### src/rtl/rsa_pkg.sv
// Shared RSA definitions: FSM states, default width, latency and datapath headroom.
// Used by the modular-exponentiation core and the key-generation multiplier path.
package rsa_pkg;

  localparam int RSA_W = 8;

  // Interleaved sums need two bits above the operand width (value < 2n + n)
  localparam int RSA_SUM_GUARD = 2;

  typedef enum logic [1:0] {
    ST_IDLE = 2'd0,
    ST_SQR  = 2'd1,
    ST_MUL  = 2'd2,
    ST_DONE = 2'd3
  } rsa_state_e;

  function automatic int rsa_latency(input int w);
    return 2 * w * w + 1;
  endfunction

  localparam int RSA_LATENCY = rsa_latency(RSA_W);

endpackage

### src/rtl/rsa_modexp_core_if.sv
// Request/response bundle for rsa_modexp_core; the err signal exists only
// when RSA_RANGE_CHECK_EN is defined.
interface rsa_modexp_core_if
  import rsa_pkg::*;
#(
  parameter int W = RSA_W
);
  logic         start;
  logic [W-1:0] msg;
  logic [W-1:0] exp;
  logic [W-1:0] modulus;
  logic         busy;
  logic         done;
  logic [W-1:0] result;
`ifdef RSA_RANGE_CHECK_EN
  logic         err;

  modport master (output start, msg, exp, modulus, input busy, done, result, err);
  modport slave  (input start, msg, exp, modulus, output busy, done, result, err);
`else
  modport master (output start, msg, exp, modulus, input busy, done, result);
  modport slave  (input start, msg, exp, modulus, output busy, done, result);
`endif
endinterface

### src/rtl/rsa_modmul.sv
// Interleaved shift-add modular multiplier: p = a*b mod n, one bit of b per cycle,
// MSB first. The first step runs on the start edge, so done rises W-1 cycles later.
module rsa_modmul
  import rsa_pkg::*;
#(
  parameter int W = RSA_W
) (
  input  logic         clk,
  input  logic         rst_n,
  input  logic         start,
  input  logic [W-1:0] a,
  input  logic [W-1:0] b,
  input  logic [W-1:0] n,
  output logic         done,
  output logic [W-1:0] p
);
  localparam int SW = W + RSA_SUM_GUARD;
  localparam int CW = $clog2(W + 1);

  logic [W-1:0]  p_reg, a_reg, b_reg, n_reg;
  logic [CW-1:0] cnt_reg;
  logic          done_reg;

  logic [W-1:0]  src_p, src_a, src_n, p_next;
  logic          src_bit;
  logic [SW-1:0] n_ext, dbl, red1, sum, red2;

  // On the start edge the step works on the fresh operands with a zero accumulator
  always_comb begin
    src_p   = start ? '0 : p_reg;
    src_a   = start ? a : a_reg;
    src_n   = start ? n : n_reg;
    src_bit = start ? b[W-1] : b_reg[W-1];
    n_ext   = SW'(src_n);
    dbl     = SW'(src_p) << 1;
    red1    = (dbl >= n_ext) ? dbl - n_ext : dbl;
    sum     = red1 + (src_bit ? SW'(src_a) : '0);
    red2    = (sum >= n_ext) ? sum - n_ext : sum;
    p_next  = W'(red2);
  end

  always_ff @(posedge clk or negedge rst_n) begin
    if (!rst_n) begin
      p_reg    <= '0;
      a_reg    <= '0;
      b_reg    <= '0;
      n_reg    <= '0;
      cnt_reg  <= '0;
      done_reg <= 1'b0;
    end else if (start) begin
      p_reg    <= p_next;
      a_reg    <= a;
      b_reg    <= b << 1;
      n_reg    <= n;
      cnt_reg  <= CW'(W - 1);
      done_reg <= (W == 1);
    end else if (cnt_reg != '0) begin
      p_reg    <= p_next;
      b_reg    <= b_reg << 1;
      cnt_reg  <= cnt_reg - CW'(1);
      done_reg <= (cnt_reg == CW'(1));
    end else begin
      done_reg <= 1'b0;
    end
  end

  assign done = done_reg;
  assign p    = p_reg;

endmodule

### src/rtl/rsa_modexp_core.sv
// Constant-time left-to-right square-and-multiply: result = msg^exp mod modulus.
// RSA_RANGE_CHECK_EN adds an err output and rejects msg>=modulus or modulus<2.
module rsa_modexp_core
  import rsa_pkg::*;
#(
  parameter int W = RSA_W
) (
  input  logic              clk,
  input  logic              rst_n,
  rsa_modexp_core_if.slave  bus
);
  localparam int BW = $clog2(W + 1);

  rsa_state_e    state_reg, state_next;
  logic [W-1:0]  acc_reg, msg_reg, exp_reg, n_reg, result_reg;
  logic [BW-1:0] bits_reg;

  logic          mm_start, mm_done;
  logic [W-1:0]  mm_a, mm_b, mm_n, mm_p, acc_new;

`ifdef RSA_RANGE_CHECK_EN
  logic          err_reg;
  logic          range_bad;
  assign range_bad = (bus.msg >= bus.modulus) || (bus.modulus < W'(2));
`endif

  rsa_modmul #(.W(W)) u_modmul (
    .clk   (clk),
    .rst_n (rst_n),
    .start (mm_start),
    .a     (mm_a),
    .b     (mm_b),
    .n     (mm_n),
    .done  (mm_done),
    .p     (mm_p)
  );

  always_ff @(posedge clk or negedge rst_n) begin
    if (!rst_n) state_reg <= ST_IDLE;
    else        state_reg <= state_next;
  end

  // The next product is launched on the same edge that retires the previous one,
  // so operands come straight from the multiplier output rather than acc_reg.
  always_comb begin
    state_next = state_reg;
    mm_start   = 1'b0;
    mm_a       = acc_reg;
    mm_b       = acc_reg;
    mm_n       = n_reg;
    acc_new    = exp_reg[W-1] ? mm_p : acc_reg;
    case (state_reg)
      ST_IDLE: begin
        if (bus.start) begin
          state_next = ST_SQR;
          mm_start   = 1'b1;
          mm_a       = W'(1);
          mm_b       = W'(1);
          mm_n       = bus.modulus;
`ifdef RSA_RANGE_CHECK_EN
          if (range_bad) begin
            state_next = ST_DONE;
            mm_start   = 1'b0;
          end
`endif
        end
      end
      ST_SQR: begin
        if (mm_done) begin
          state_next = ST_MUL;
          mm_start   = 1'b1;
          mm_a       = mm_p;
          mm_b       = msg_reg;
        end
      end
      ST_MUL: begin
        if (mm_done) begin
          if (bits_reg == BW'(1)) begin
            state_next = ST_DONE;
          end else begin
            state_next = ST_SQR;
            mm_start   = 1'b1;
            mm_a       = acc_new;
            mm_b       = acc_new;
          end
        end
      end
      ST_DONE: state_next = ST_IDLE;
      default: state_next = ST_IDLE;
    endcase
  end

  always_ff @(posedge clk or negedge rst_n) begin
    if (!rst_n) begin
      acc_reg    <= '0;
      msg_reg    <= '0;
      exp_reg    <= '0;
      n_reg      <= '0;
      result_reg <= '0;
      bits_reg   <= '0;
`ifdef RSA_RANGE_CHECK_EN
      err_reg    <= 1'b0;
`endif
    end else begin
      case (state_reg)
        ST_IDLE: begin
          if (bus.start) begin
            acc_reg  <= W'(1);
            msg_reg  <= bus.msg;
            exp_reg  <= bus.exp;
            n_reg    <= bus.modulus;
            bits_reg <= BW'(W);
`ifdef RSA_RANGE_CHECK_EN
            err_reg  <= range_bad;
            if (range_bad) result_reg <= '0;
`endif
          end
        end
        ST_SQR: begin
          if (mm_done) acc_reg <= mm_p;
        end
        ST_MUL: begin
          // Product is always computed; it is kept only when the exponent bit is set
          if (mm_done) begin
            acc_reg  <= acc_new;
            exp_reg  <= exp_reg << 1;
            bits_reg <= bits_reg - BW'(1);
            if (bits_reg == BW'(1)) result_reg <= acc_new;
          end
        end
        default: ;
      endcase
    end
  end

  assign bus.busy   = (state_reg != ST_IDLE);
  assign bus.done   = (state_reg == ST_DONE);
  assign bus.result = result_reg;
`ifdef RSA_RANGE_CHECK_EN
  assign bus.err    = err_reg;
`endif

endmodule

### src/flat_wrapper.sv
// flat-port wrapper written by rule: the top's interface ports become plain ports
module rsa_modexp_core_flat import rsa_pkg::*;
#(
  parameter int W = RSA_W
)
  (clk, rst_n, bus_start, bus_msg, bus_exp, bus_modulus, bus_busy, bus_done, bus_result);
  rsa_modexp_core_if #(.W(W)) bus_i ();
  input  logic clk;
  input  logic rst_n;
  input wire logic [$bits(bus_i.start)-1:0] bus_start;
  input wire logic [$bits(bus_i.msg)-1:0] bus_msg;
  input wire logic [$bits(bus_i.exp)-1:0] bus_exp;
  input wire logic [$bits(bus_i.modulus)-1:0] bus_modulus;
  output wire logic [$bits(bus_i.busy)-1:0] bus_busy;
  output wire logic [$bits(bus_i.done)-1:0] bus_done;
  output wire logic [$bits(bus_i.result)-1:0] bus_result;
  assign bus_i.start = bus_start;
  assign bus_i.msg = bus_msg;
  assign bus_i.exp = bus_exp;
  assign bus_i.modulus = bus_modulus;
  assign bus_busy = bus_i.busy;
  assign bus_done = bus_i.done;
  assign bus_result = bus_i.result;
  rsa_modexp_core #(.W(W)) u_core (.clk(clk), .rst_n(rst_n), .bus(bus_i));
endmodule
### config.mk
export PLATFORM = sky130hd
export DESIGN_NAME = rsa_modexp_core_flat
export DESIGN_NICKNAME = d
export VERILOG_FILES = /design/src/rtl/rsa_pkg.sv /design/src/rtl/rsa_modexp_core_if.sv /design/src/rtl/rsa_modmul.sv /design/src/rtl/rsa_modexp_core.sv /design/src/flat_wrapper.sv
export SDC_FILE = /design/constraint.sdc
export NUM_CORES = 1
export LEC_CHECK = 0
export CAP_MARGIN = 10
export CELL_PAD_IN_SITES_DETAIL_PLACEMENT = 1
export CELL_PAD_IN_SITES_GLOBAL_PLACEMENT = 1
export CORE_MARGIN = 2
export CORE_UTILIZATION = 46
export DETAILED_ROUTE_END_ITERATION = 7
export PLACE_DENSITY = 0.82
export SETUP_SLACK_MARGIN = 0.15
export SYNTH_ARGS = -nofsm -noshare
export SYNTH_HDL_FRONTEND = slang
export SYNTH_SLANG_ARGS = --single-unit
export TNS_END_PERCENT = 50
### constraint.sdc
create_clock -name clk -period 9.3 [get_ports clk]
set_input_delay 1.86 -clock clk [delete_from_list [all_inputs] [get_ports clk]]
set_output_delay 1.86 -clock clk [all_outputs]
set_load 0.005 [all_outputs]
After elaboration in Yosys (flattened, before gate mapping)
Index checks and enable logic that the tools add are counted.

cells by class
  add/subtract/negate cells = 5
  magnitude comparators = 2
  equality and inequality tests = 8
  multiplexer cells = 43
  reduce and logical (&&, ||, !) cells = 11

operators by type and width
  cell                                                  number
  2-to-1 mux 8 bit                                      20
  case mux 8 bit (3 select lines)                       3
  2-to-1 mux 4 bit                                      4
  case mux 8 bit (2 select lines)                       1
  adder 10 x 8 -> 10 bit                                1
  greater-or-equal comparator 10 x 8 -> 1 bit           1
  2-to-1 mux 10 bit                                     1
  subtractor 9 x 8 -> 10 bit                            1
  greater-or-equal comparator 9 x 8 -> 1 bit            1
  AND reduction 3 bit                                   3
  equality test 4 x 1 -> 1 bit (second input constant)  2
  2-to-1 mux 2 bit                                      4
  case mux 2 bit (4 select lines)                       1
  case mux 4 bit (2 select lines)                       1
  subtractor 4 x 1 -> 4 bit (second input constant)     2
  subtractor 8 bit                                      1
  2-to-1 mux 1 bit                                      7
  != test 2 bit (second input constant)                 3
  nonzero test 2 bit                                    3
  equality test 2 bit (second input constant)           2
  AND reduction 2 bit                                   2
  nonzero test 4 bit                                    1
  case mux 1 bit (3 select lines)                       1
  nonzero test 3 bit                                    1
  2 further kinds                                       2

word-level totals
  bits in registers = 83
  input bits = 27
  output and inout port bits = 10

Logic depth before layout (Yosys ltp)
Gate-level depths: netlist of the first run.

  depth in word-level cells = 12
  depth in mapped cells = 29

Hierarchy
Synthesis of the first run repeated with hierarchy kept, for this count alone.

second synthesis, totals
  cells, all modules = 581
  area total of the unflattened synthesis = 5681.7 sq um

modules (own cells, without submodules)
  module           times used  cells an instance  area each (sq um)
  rsa_modmul       1           325                2979.1
  rsa_modexp_core  1           256                2702.6

Least setup slack after synthesis of the first run
No wires, ideal clock.

  path type = input-to-reg
  start point = in bus_start
  end point = reg u_core.u_modmul.p_reg[3] (netlist: u_core.u_modmul.p[3])
  setup time = 0.082 ns
  arrival = 7.753 ns
  data required time = 9.218 ns
  setup slack = 1.465 ns
  stages on the path = 25
  cells stage by stage = buf_2 -> nand2_1 -> clkbuf_1 -> mux2_2 -> nand2b_1 -> o21ai_0 -> ha_1 -> a21o_1 -> a221oi_4 -> a21oi_1 -> nand3b_1 -> clkbuf_1 -> nor2b_1 -> ha_1 -> fa_1 -> a21o_1 -> a21oi_1 -> o21ai_0 -> xor2_1 -> ha_1 -> nor3_1 -> a311oi_1 -> a211oi_1 -> a2111o_1 -> a31oi_1

on the way
  word-level cells in the longest chain between the ends = 10
  elaborated cells on any way between the ends = 22
  those cells by class = 3 x add/sub; 2 x order compare; 16 x mux; 1 x reduce/logical

RTL lines
  element                                                                                          line                   source
  from (decl)                                                                                      flat_wrapper.sv:10     input wire logic [$bits(bus_i.start)-1:0] bus_start;
  2-to-1 mux 8 bit (*)                                                                             -
  2-to-1 mux 8 bit (*)                                                                             rsa_modexp_core.sv:52  case (state_reg)
  via u_core.mm_n[4]                                                                               rsa_modexp_core.sv:19  logic [W-1:0] mm_a, mm_b, mm_n, mm_p, acc_new;
  2-to-1 mux 8 bit (*)                                                                             -
  subtractor 9 x 8 -> 10 bit / greater-or-equal comparator 9 x 8 -> 1 bit (equally long branches)  rsa_modmul.sv:36       red1 = (dbl >= n_ext) ? dbl - n_ext : dbl;
  2-to-1 mux 10 bit                                                                                rsa_modmul.sv:36
  adder 10 x 8 -> 10 bit                                                                           rsa_modmul.sv:37       sum = red1 + (src_bit ? SW'(src_a) : '0);
  greater-or-equal comparator 10 x 8 -> 1 bit / subtractor 8 bit (equally long branches)           rsa_modmul.sv:38       red2 = (sum >= n_ext) ? sum - n_ext : sum;
  2-to-1 mux 8 bit (*)                                                                             rsa_modmul.sv:38
  2-to-1 mux 8 bit                                                                                 rsa_modmul.sv:57       end else if (cnt_reg != '0) begin
  2-to-1 mux 8 bit (*)                                                                             rsa_modmul.sv:50       end else if (start) begin
  to (signal assigned)                                                                             rsa_modmul.sv:51       p_reg <= p_next;
  to (signal assigned)                                                                             rsa_modmul.sv:58       p_reg <= p_next;
  to (decl)                                                                                        rsa_modmul.sv:20       logic [W-1:0] p_reg, a_reg, b_reg, n_reg;

Mark *: on every way through the listed nets, which the timed path passes. The rest lies on a longest branch. The select of a mux whose other input is x is not followed.
A chain may end at the register's enable or synchronous reset.

Final worst setup path of the first run
  start point = in bus_start
  end point = reg u_core.u_modmul.p_reg[0] (netlist: u_core.u_modmul.p[0])

on the way
  word-level cells in the longest chain between the ends = 10
  elaborated cells on any way between the ends = 22
  those cells by class = 3 x add/sub; 2 x order compare; 16 x mux; 1 x reduce/logical

RTL lines
  element                                                                                          line
  2-to-1 mux 1 bit / 2-to-1 mux 8 bit (equally long branches)                                      -
  case mux 1 bit (3 select lines) / 2-to-1 mux 8 bit (equally long branches)                       rsa_modexp_core.sv:52
  2-to-1 mux 8 bit, on equally long branches                                                       -
  subtractor 9 x 8 -> 10 bit / greater-or-equal comparator 9 x 8 -> 1 bit (equally long branches)  rsa_modmul.sv:36
  2-to-1 mux 10 bit                                                                                rsa_modmul.sv:36
  adder 10 x 8 -> 10 bit                                                                           rsa_modmul.sv:37
  subtractor 8 bit / greater-or-equal comparator 10 x 8 -> 1 bit (equally long branches)           rsa_modmul.sv:38
  2-to-1 mux 8 bit                                                                                 rsa_modmul.sv:38
  2-to-1 mux 8 bit                                                                                 rsa_modmul.sv:57
  2-to-1 mux 8 bit                                                                                 rsa_modmul.sv:50

Several ways; a longest one is shown, not always the timed one. The select of a mux whose other input is x is not followed.

==> flow_metrics.env, run 1 <==
export IMPL_viasPerCell=6.00
export IMPL_gr_usage_all_layers_pct=26.2
export IMPL_dieWidth_um=112
export IMPL_synth_edf_count=0
export IMPL_antenna_found_initial=0
export IMPL_routed_wl_um=16000
export IMPL_h_tree_depth=3
export IMPL_clkSinkCount=82
export IMPL_min_period_over_period_pct=91.0
export IMPL_io_pins=37
export IMPL_setup_viol=0
export IMPL_gp_congestion=0.894
export IMPL_critPathCaptureType="flip-flop"
export IMPL_cellPowerDensity_nw_per_um2=122
export IMPL_grt_overflow_total=0
export IMPL_critical_path_class="input pin to flip-flop"
export IMPL_netlist_area_um2=5380
export IMPL_status="finished clean"
export IMPL_cp_startpoint="bus_start"
export IMPL_synth_fp_nets=667
export IMPL_n_antenna_cell=0
export IMPL_finalCriticalPeriod_ns=8.47
export IMPL_drtIter0Drc=289
export IMPL_fill_cells=1362
export IMPL_row_count=39
export IMPL_arrival_ns=8.71
export IMPL_met3_wirelength_um=572
export IMPL_path_buf_inv=2
export IMPL_initial_core_util_pct=47.1
export IMPL_synth_flop_cell="dfrtp_1"
export IMPL_synthArstFlopShare_pct=100
export IMPL_seq_area_frac_synth_pct=38.1
export IMPL_syn2layout_area_growth_pct=14.8
export IMPL_leakagePower_uw=0.00297
export IMPL_final_cell_mix="dfrtp_1 (82), a21oi_1 (69), nand2_1 (60), nor2_1 (60), o21ai_0 (48)"
export IMPL_cp_top_family="compound AO/OA/AOI/OAI gates"
export IMPL_antenna_left=0
export IMPL_finalMaxSlewViolations=0
export IMPL_ys_seq_elements=82
export IMPL_rr_startpoint="u_core.state_reg[1]"
export IMPL_clkTransAtPathRegs_ns=0.07
export IMPL_die_area_um2=12600
export IMPL_yosys_warnings=0
export IMPL_cp_slowest_stage_delay_ns=0.70
export IMPL_core_um2=11400
export IMPL_drive_gt1_share_pct=8.66
export IMPL_hp_class="flip-flop to flip-flop"
export IMPL_die_h_um=112
export IMPL_clk_latency_ns=0.35
export IMPL_slowest_stage="clkdlybuf4s50_1"
export IMPL_maxCapViolCount=0
export IMPL_synthTopCellsByArea="dfrtp_1 (38%), ha_1 (7.9%), a21oi_1 (6.4%), o21ai_0 (4.6%), nand2_1 (4.3%)"
export IMPL_io_buffers=36
export IMPL_drc=0
export IMPL_relSlewSlack_pct=27.9
export IMPL_crit_chain="clkdlybuf4s50_1 > a22oi_2 > o22ai_4 > buf_4 > o21ai_0 > ha_1 > a21o_1 > a221oi_4 > a21oi_1 > nand3b_1 > nor2b_1 > ha_1 > fa_1 > xor2_1 > ha_1 > a21o_1 > a21oi_1 > o21ai_0 > a21oi_1 > a311oi_2 > a211oi_1 > a211oi_1 > a311oi_1"
export IMPL_synth_cells=603
export IMPL_finalSetupTns_ns=0
export IMPL_cts_buffer_depth=2
export IMPL_min_from="u_core.n_reg[4]"
export IMPL_crit_required_ns=9.54
export IMPL_dr_total_vias=4668
export IMPL_root_buffer="clkbuf_16"
export IMPL_firstDrtPassIters=4
export IMPL_hpwlAfterDp_um=11800
export IMPL_met2WireLength_um=8260
export IMPL_topRoutingLayerUsed="met4"
export IMPL_layout_commonest_cell="dfrtp_1"
export IMPL_startpoint_type="input pin"
export IMPL_numCtsBuffers=9
export IMPL_yosysUniqueCellTypes=61
export IMPL_crit_fanout=25
export IMPL_clock_skew_ns=0.00751
export IMPL_rsz0062_at_grt="no"
export IMPL_power_uw=751
export IMPL_syn_area_per_cell_um2=8.92
export IMPL_synth_top_cell_area_share_pct=38.1
export IMPL_hold_violations=0
export IMPL_fmax_mhz=118
export IMPL_cts_tree="yes"
export IMPL_drt_wirelength_per_cell_um=20.6
export IMPL_final_nets=694
export IMPL_drt_met1_wl_um=6690
export IMPL_grt_pass1_wl_um=26200
export IMPL_yosysTopAreaCell="dfrtp_1"
export IMPL_max_vdd_ir_drop_uv=102
export IMPL_grt_max_degree=83
export IMPL_first_global_vias=5108
export IMPL_worst_pin_slew_ns=1.08
[cells by family (layout without fill, tap and decap cells)]
family | Yosys count | after routing | share of synthesized area [%]
AO/OA/AOI/OAI | 186 | 186 | 21.9
XOR/XNOR | 15 | 15 | 2.44
adder cells (fa/ha/maj) | 37 | 37 | 9.03
buffers and inverters | 58 | 90 | 4.09
flip-flops | 82 | 82 | 38.1
multiplexers | 39 | 39 | 8.00
AND/OR/NAND/NOR | 186 | 186 | 16.4
[metrics by stage]
step / std cells / utilization [%] / instance area, µm² / setup WS [ns] / hold WS, ns
floorplan: 603 / - / 5380 / 1.47 / 0.450
detailed placement: 762 / 51.3 / 5860 / 0.246 / 0.479
finish: 778 / 54.1 / 6180 / 0.832 / 0.496
CTS: 778 / 54.0 / 6160 / 0.505 / 0.498
global placement: 762 / 51.3 / 5860 / 0.583 / 0.471
global route: 778 / 54.1 / 6180 / 0.174 / 0.521
[power breakdown]
| part | internal, µW | switching [µW] | total [µW] |
|---|---|---|---|
| clock | 211 | 161 | 372 |
| combinational | 10.5 | 10.5 | 21.0 |
| sequential | 357 | 0.990 | 358 |
[area by class of cell]
cell class                      count  area (µm²)  area share [%]
Clock buffer                        9         225            3.65
Clock inverter                      7        76.3            1.24
Inverter                           34         128            2.07
Multi-Input combinational cell    463        3130            50.7
Sequential cell                    82        2050            33.2
Tap cell                          143         179            2.90
Timing Repair Buffer               40         388            6.28
[per-layer routing]
metal	global-route usage [%]	up-vias
met5	0	-
met4	11.1	0
met3	2.75	31
met2	46.1	102
met1	33.0	2351
li1	-	2184
[repair_timing]
| action | in CTS | in global routing |
|---|---|---|
| hold buffers | 0 | 0 |
| resized for setup | 0 | 4 |
| endpoints found under the setup margin | 0 | 8 |
| hold endpoints to repair | 0 | 0 |
| buffers inserted | 0 | 0 |
[synth_stat cells (3+ instances only)]
| library cell | count |
|---|---|
| inv_1 | 34 |
| and3_1 | 8 |
| nand2_1 | 61 |
| nand2b_1 | 11 |
| nand3b_1 | 3 |
| a21o_1 | 8 |
| a211oi_1 | 4 |
| mux2i_1 | 19 |
| a21oi_1 | 69 |
| nor2b_1 | 10 |
| nor3_1 | 4 |
| xnor2_1 | 10 |
| o22a_1 | 7 |
| nand3_1 | 7 |
| o21ai_0 | 49 |
| mux2_2 | 18 |
| a211o_1 | 3 |
| and2_1 | 10 |
| xor2_1 | 5 |
| o211ai_1 | 10 |
| dfrtp_1 | 82 |
| ha_1 | 34 |
| clkbuf_1 | 21 |
| nor2_1 | 60 |
| a31oi_1 | 7 |
| fa_1 | 3 |
[final timing paths]
path	endpoint	slack, ns	depth (start not counted)
worst max-delay path	u_core.u_modmul.p[0]	0.83	23
worst min-delay path	u_core.n_reg[4]	0.50	1
worst max register to register	u_core.u_modmul.p[0]	1.87	24
worst min register to register	u_core.n_reg[4]	0.50	1
max in group asynchronous	u_core.u_modmul.p[2]	6.90	1
min in group asynchronous	u_core.exp_reg[6]	1.71	1
Power figures use the tool's default switching activity.
==> run 2, diff against run 1 <==
- CAP_MARGIN: 10 -> 0
==> results of run 2 <==
Same layout as run 1: the final DEF is identical, and so are final timing and power.
==> run 3, diff against run 2 <==
- MAX_ROUTING_LAYER: default -> met4
==> flow_metrics.env, run 3 (synthesis results as in run 1) <==
export IMPL_power_uw=785
export IMPL_numCtsBuffers=9
export IMPL_drtIter0Drc=248
export IMPL_layout_commonest_cell="dfrtp_1"
export IMPL_status="finished clean"
export IMPL_n_antenna_cell=0
export IMPL_crit_fanout=12
export IMPL_worst_pin_slew_ns=1.08
export IMPL_row_count=39
export IMPL_first_global_vias=5034
export IMPL_leakagePower_uw=0.00299
export IMPL_drive_gt1_share_pct=8.50
export IMPL_crit_chain="clkdlybuf4s50_1 > nand2_1 > buf_4 > mux2_2 > nand2b_1 > o21ai_0 > ha_1 > a21o_1 > a221oi_4 > a21oi_1 > nand3b_1 > nor2b_1 > ha_1 > fa_1 > a21o_1 > a21oi_1 > o21ai_0 > xor2_1 > ha_1 > nor3_1 > a311oi_2 > a211oi_1 > a2111oi_0 > a211oi_1"
export IMPL_syn2layout_area_growth_pct=15.5
export IMPL_hold_violations=0
export IMPL_p_clk_share_pct=51.7
export IMPL_critPathCaptureType="flip-flop"
export IMPL_cp_slowest_stage_delay_ns=0.57
export IMPL_startpoint_type="input pin"
export IMPL_p_switching_uw=166
export IMPL_finalSetupTns_ns=0
export IMPL_combPwrFrac_pct=2.7
export IMPL_hp_class="flip-flop to flip-flop"
export IMPL_viasPerCell=5.99
export IMPL_initial_core_util_pct=47.1
export IMPL_fmax_mhz=115
export IMPL_internal_power_uw=619
export IMPL_dr_total_vias=4660
export IMPL_firstDrtPassIters=4
export IMPL_die_area_um2=12600
export IMPL_antenna_found_initial=0
export IMPL_routed_wl_um=16200
export IMPL_cp_top_family="compound AO/OA/AOI/OAI gates"
export IMPL_root_buffer="clkbuf_16"
export IMPL_crit_top_cell="ha_1"
export IMPL_grt_overflow_total=0
export IMPL_io_pins=37
export IMPL_gr_usage_all_layers_pct=27.3
export IMPL_switching_share_pct=21.1
export IMPL_drt_wirelength_per_cell_um=20.8
export IMPL_grt_pass1_wl_um=26400
export IMPL_cts_tree="yes"
export IMPL_io_buffers=36
export IMPL_finalCriticalPeriod_ns=8.70
export IMPL_min_period_over_period_pct=93.6
export IMPL_cts_hold_fix_buffers=0
export IMPL_rsz0062_at_grt="no"
export IMPL_pwr_share_seq_pct=45.6
export IMPL_final_cell_mix="dfrtp_1 (82), a21oi_1 (69), nand2_1 (61)"
export IMPL_core_um2=11400
export IMPL_clock_skew_ns=0.00681
export IMPL_hpwlAfterDp_um=11700
export IMPL_drc=0
export IMPL_final_nets=694
export IMPL_finalMaxSlewViolations=0
export IMPL_dieWidth_um=112
export IMPL_die_h_um=112
export IMPL_relSlewSlack_pct=28.2
export IMPL_fill_cells=1335
export IMPL_clkSinkCount=82
export IMPL_path_buf_inv=2
export IMPL_cts_buffer_depth=2
export IMPL_maxCapViolCount=0
export IMPL_arrival_ns=8.92
export IMPL_h_tree_depth=3
export IMPL_max_vdd_ir_drop_uv=66.6
export IMPL_clk_latency_ns=0.35
export IMPL_clkTransAtPathRegs_ns=0.07
export IMPL_slowest_stage="clkdlybuf4s50_1"
export IMPL_critical_path_class="input pin to flip-flop"
export IMPL_antenna_left=0
export IMPL_grt_max_degree=83
export IMPL_cellPowerDensity_nw_per_um2=126
export IMPL_crit_required_ns=9.51
export IMPL_setup_viol=0
export IMPL_gp_congestion=0.911
[run 3: changes by cell type in the layout (fill, tap and decap cells not counted), sizes merged]
cell / delta
clkinv: +2
inv: -3
bufinv: +1
clkbuf: +2
clkinvlp: -2
[run 3: worst register-to-register path: stages, from the launching register on]
cell and delay [ns]:
dfrtp_1 0.43, inv_1 0.12, ha_1 0.55, a22oi_2 0.22
o22ai_4 0.38, buf_4 0.36, o21ai_0 0.26, ha_1 0.45
a21o_1 0.25, a221oi_4 0.34, a21oi_1 0.14, nand3b_1 0.46
nor2b_1 0.29, ha_1 0.24, fa_1 0.41, a21o_1 0.18
a21oi_1 0.22, o21ai_0 0.25, xor2_1 0.23, ha_1 0.42
nor3_1 0.11, a311oi_2 0.48, a211oi_1 0.17, a2111oi_0 0.51
a211oi_1 0.08
[run 3: stage by stage]
stage	instance area (µm²)	hold WS [ns]	util [%]	cells	worst slack (ns)
2_1_floorplan	5380	0.450	-	603	1.47
3_3_place_gp	5860	0.470	51.3	762	0.516
3_5_place_dp	5860	0.473	51.3	762	0.0574
4_1_cts	6200	0.487	54.3	778	0.439
5_1_grt	6210	0.512	54.4	778	0.151
6_report	6210	0.488	54.4	778	0.599
[run 3: what timing repair did]
action | in CTS | in global routing
buffers inserted | 0 | 0
setup endpoints to repair | 0 | 7
endpoints found under the hold margin | 0 | 0
resized for setup | 0 | 3
[run 3: power by group through the flow]
stage | logic, µW | clock network [µW] | registers, µW
final | 21.0 | 406 | 358
after global routing | 23.3 | 426 | 358
after CTS | 21.6 | 410 | 358
after detailed placement | 21.3 | 0 | 365
after global placement | 20.7 | 0 | 365
after floorplan | 2.20 | 0 | 365
[run 3: area by class of cell]
class                   instances  area (µm²)  share of cell area (%)
flip-flops and latches         82        2050                    33.0
well taps                     143         179                    2.88
repair buffers                 40         388                    6.24
multi-input cells             463        3130                    50.3
inverters                      34         128                    2.05
clock buffers                  11         253                    4.07
clock inverters                 5        86.3                    1.39
[run 3: per-layer routing]
metal,vias to the layer above,GRT usage (%),wire length (µm)
li1,2188,-,-
met1,2349,33.4,7030
met2,84,45.3,8120
met3,39,3.62,522
met4,0,12.2,508
met5,-,-,0
[run 3: final timing paths]
path / start / end / slack [ns] / cells after the start
worst min register to register: u_core.u_modmul.b_reg[4] / u_core.u_modmul.b_reg[4] / 0.49 / 2
worst max-delay path: bus_start / u_core.u_modmul.p[2] / 0.60 / 24
worst max register to register: u_core.state_reg[1] / u_core.u_modmul.p[2] / 1.65 / 24
max in group asynchronous: rst_n / u_core.u_modmul.p[6] / 6.90 / 1
min in group asynchronous: rst_n / u_core.bits_reg[0] / 1.70 / 1
worst min-delay path: u_core.u_modmul.b_reg[4] / u_core.u_modmul.b_reg[4] / 0.49 / 2
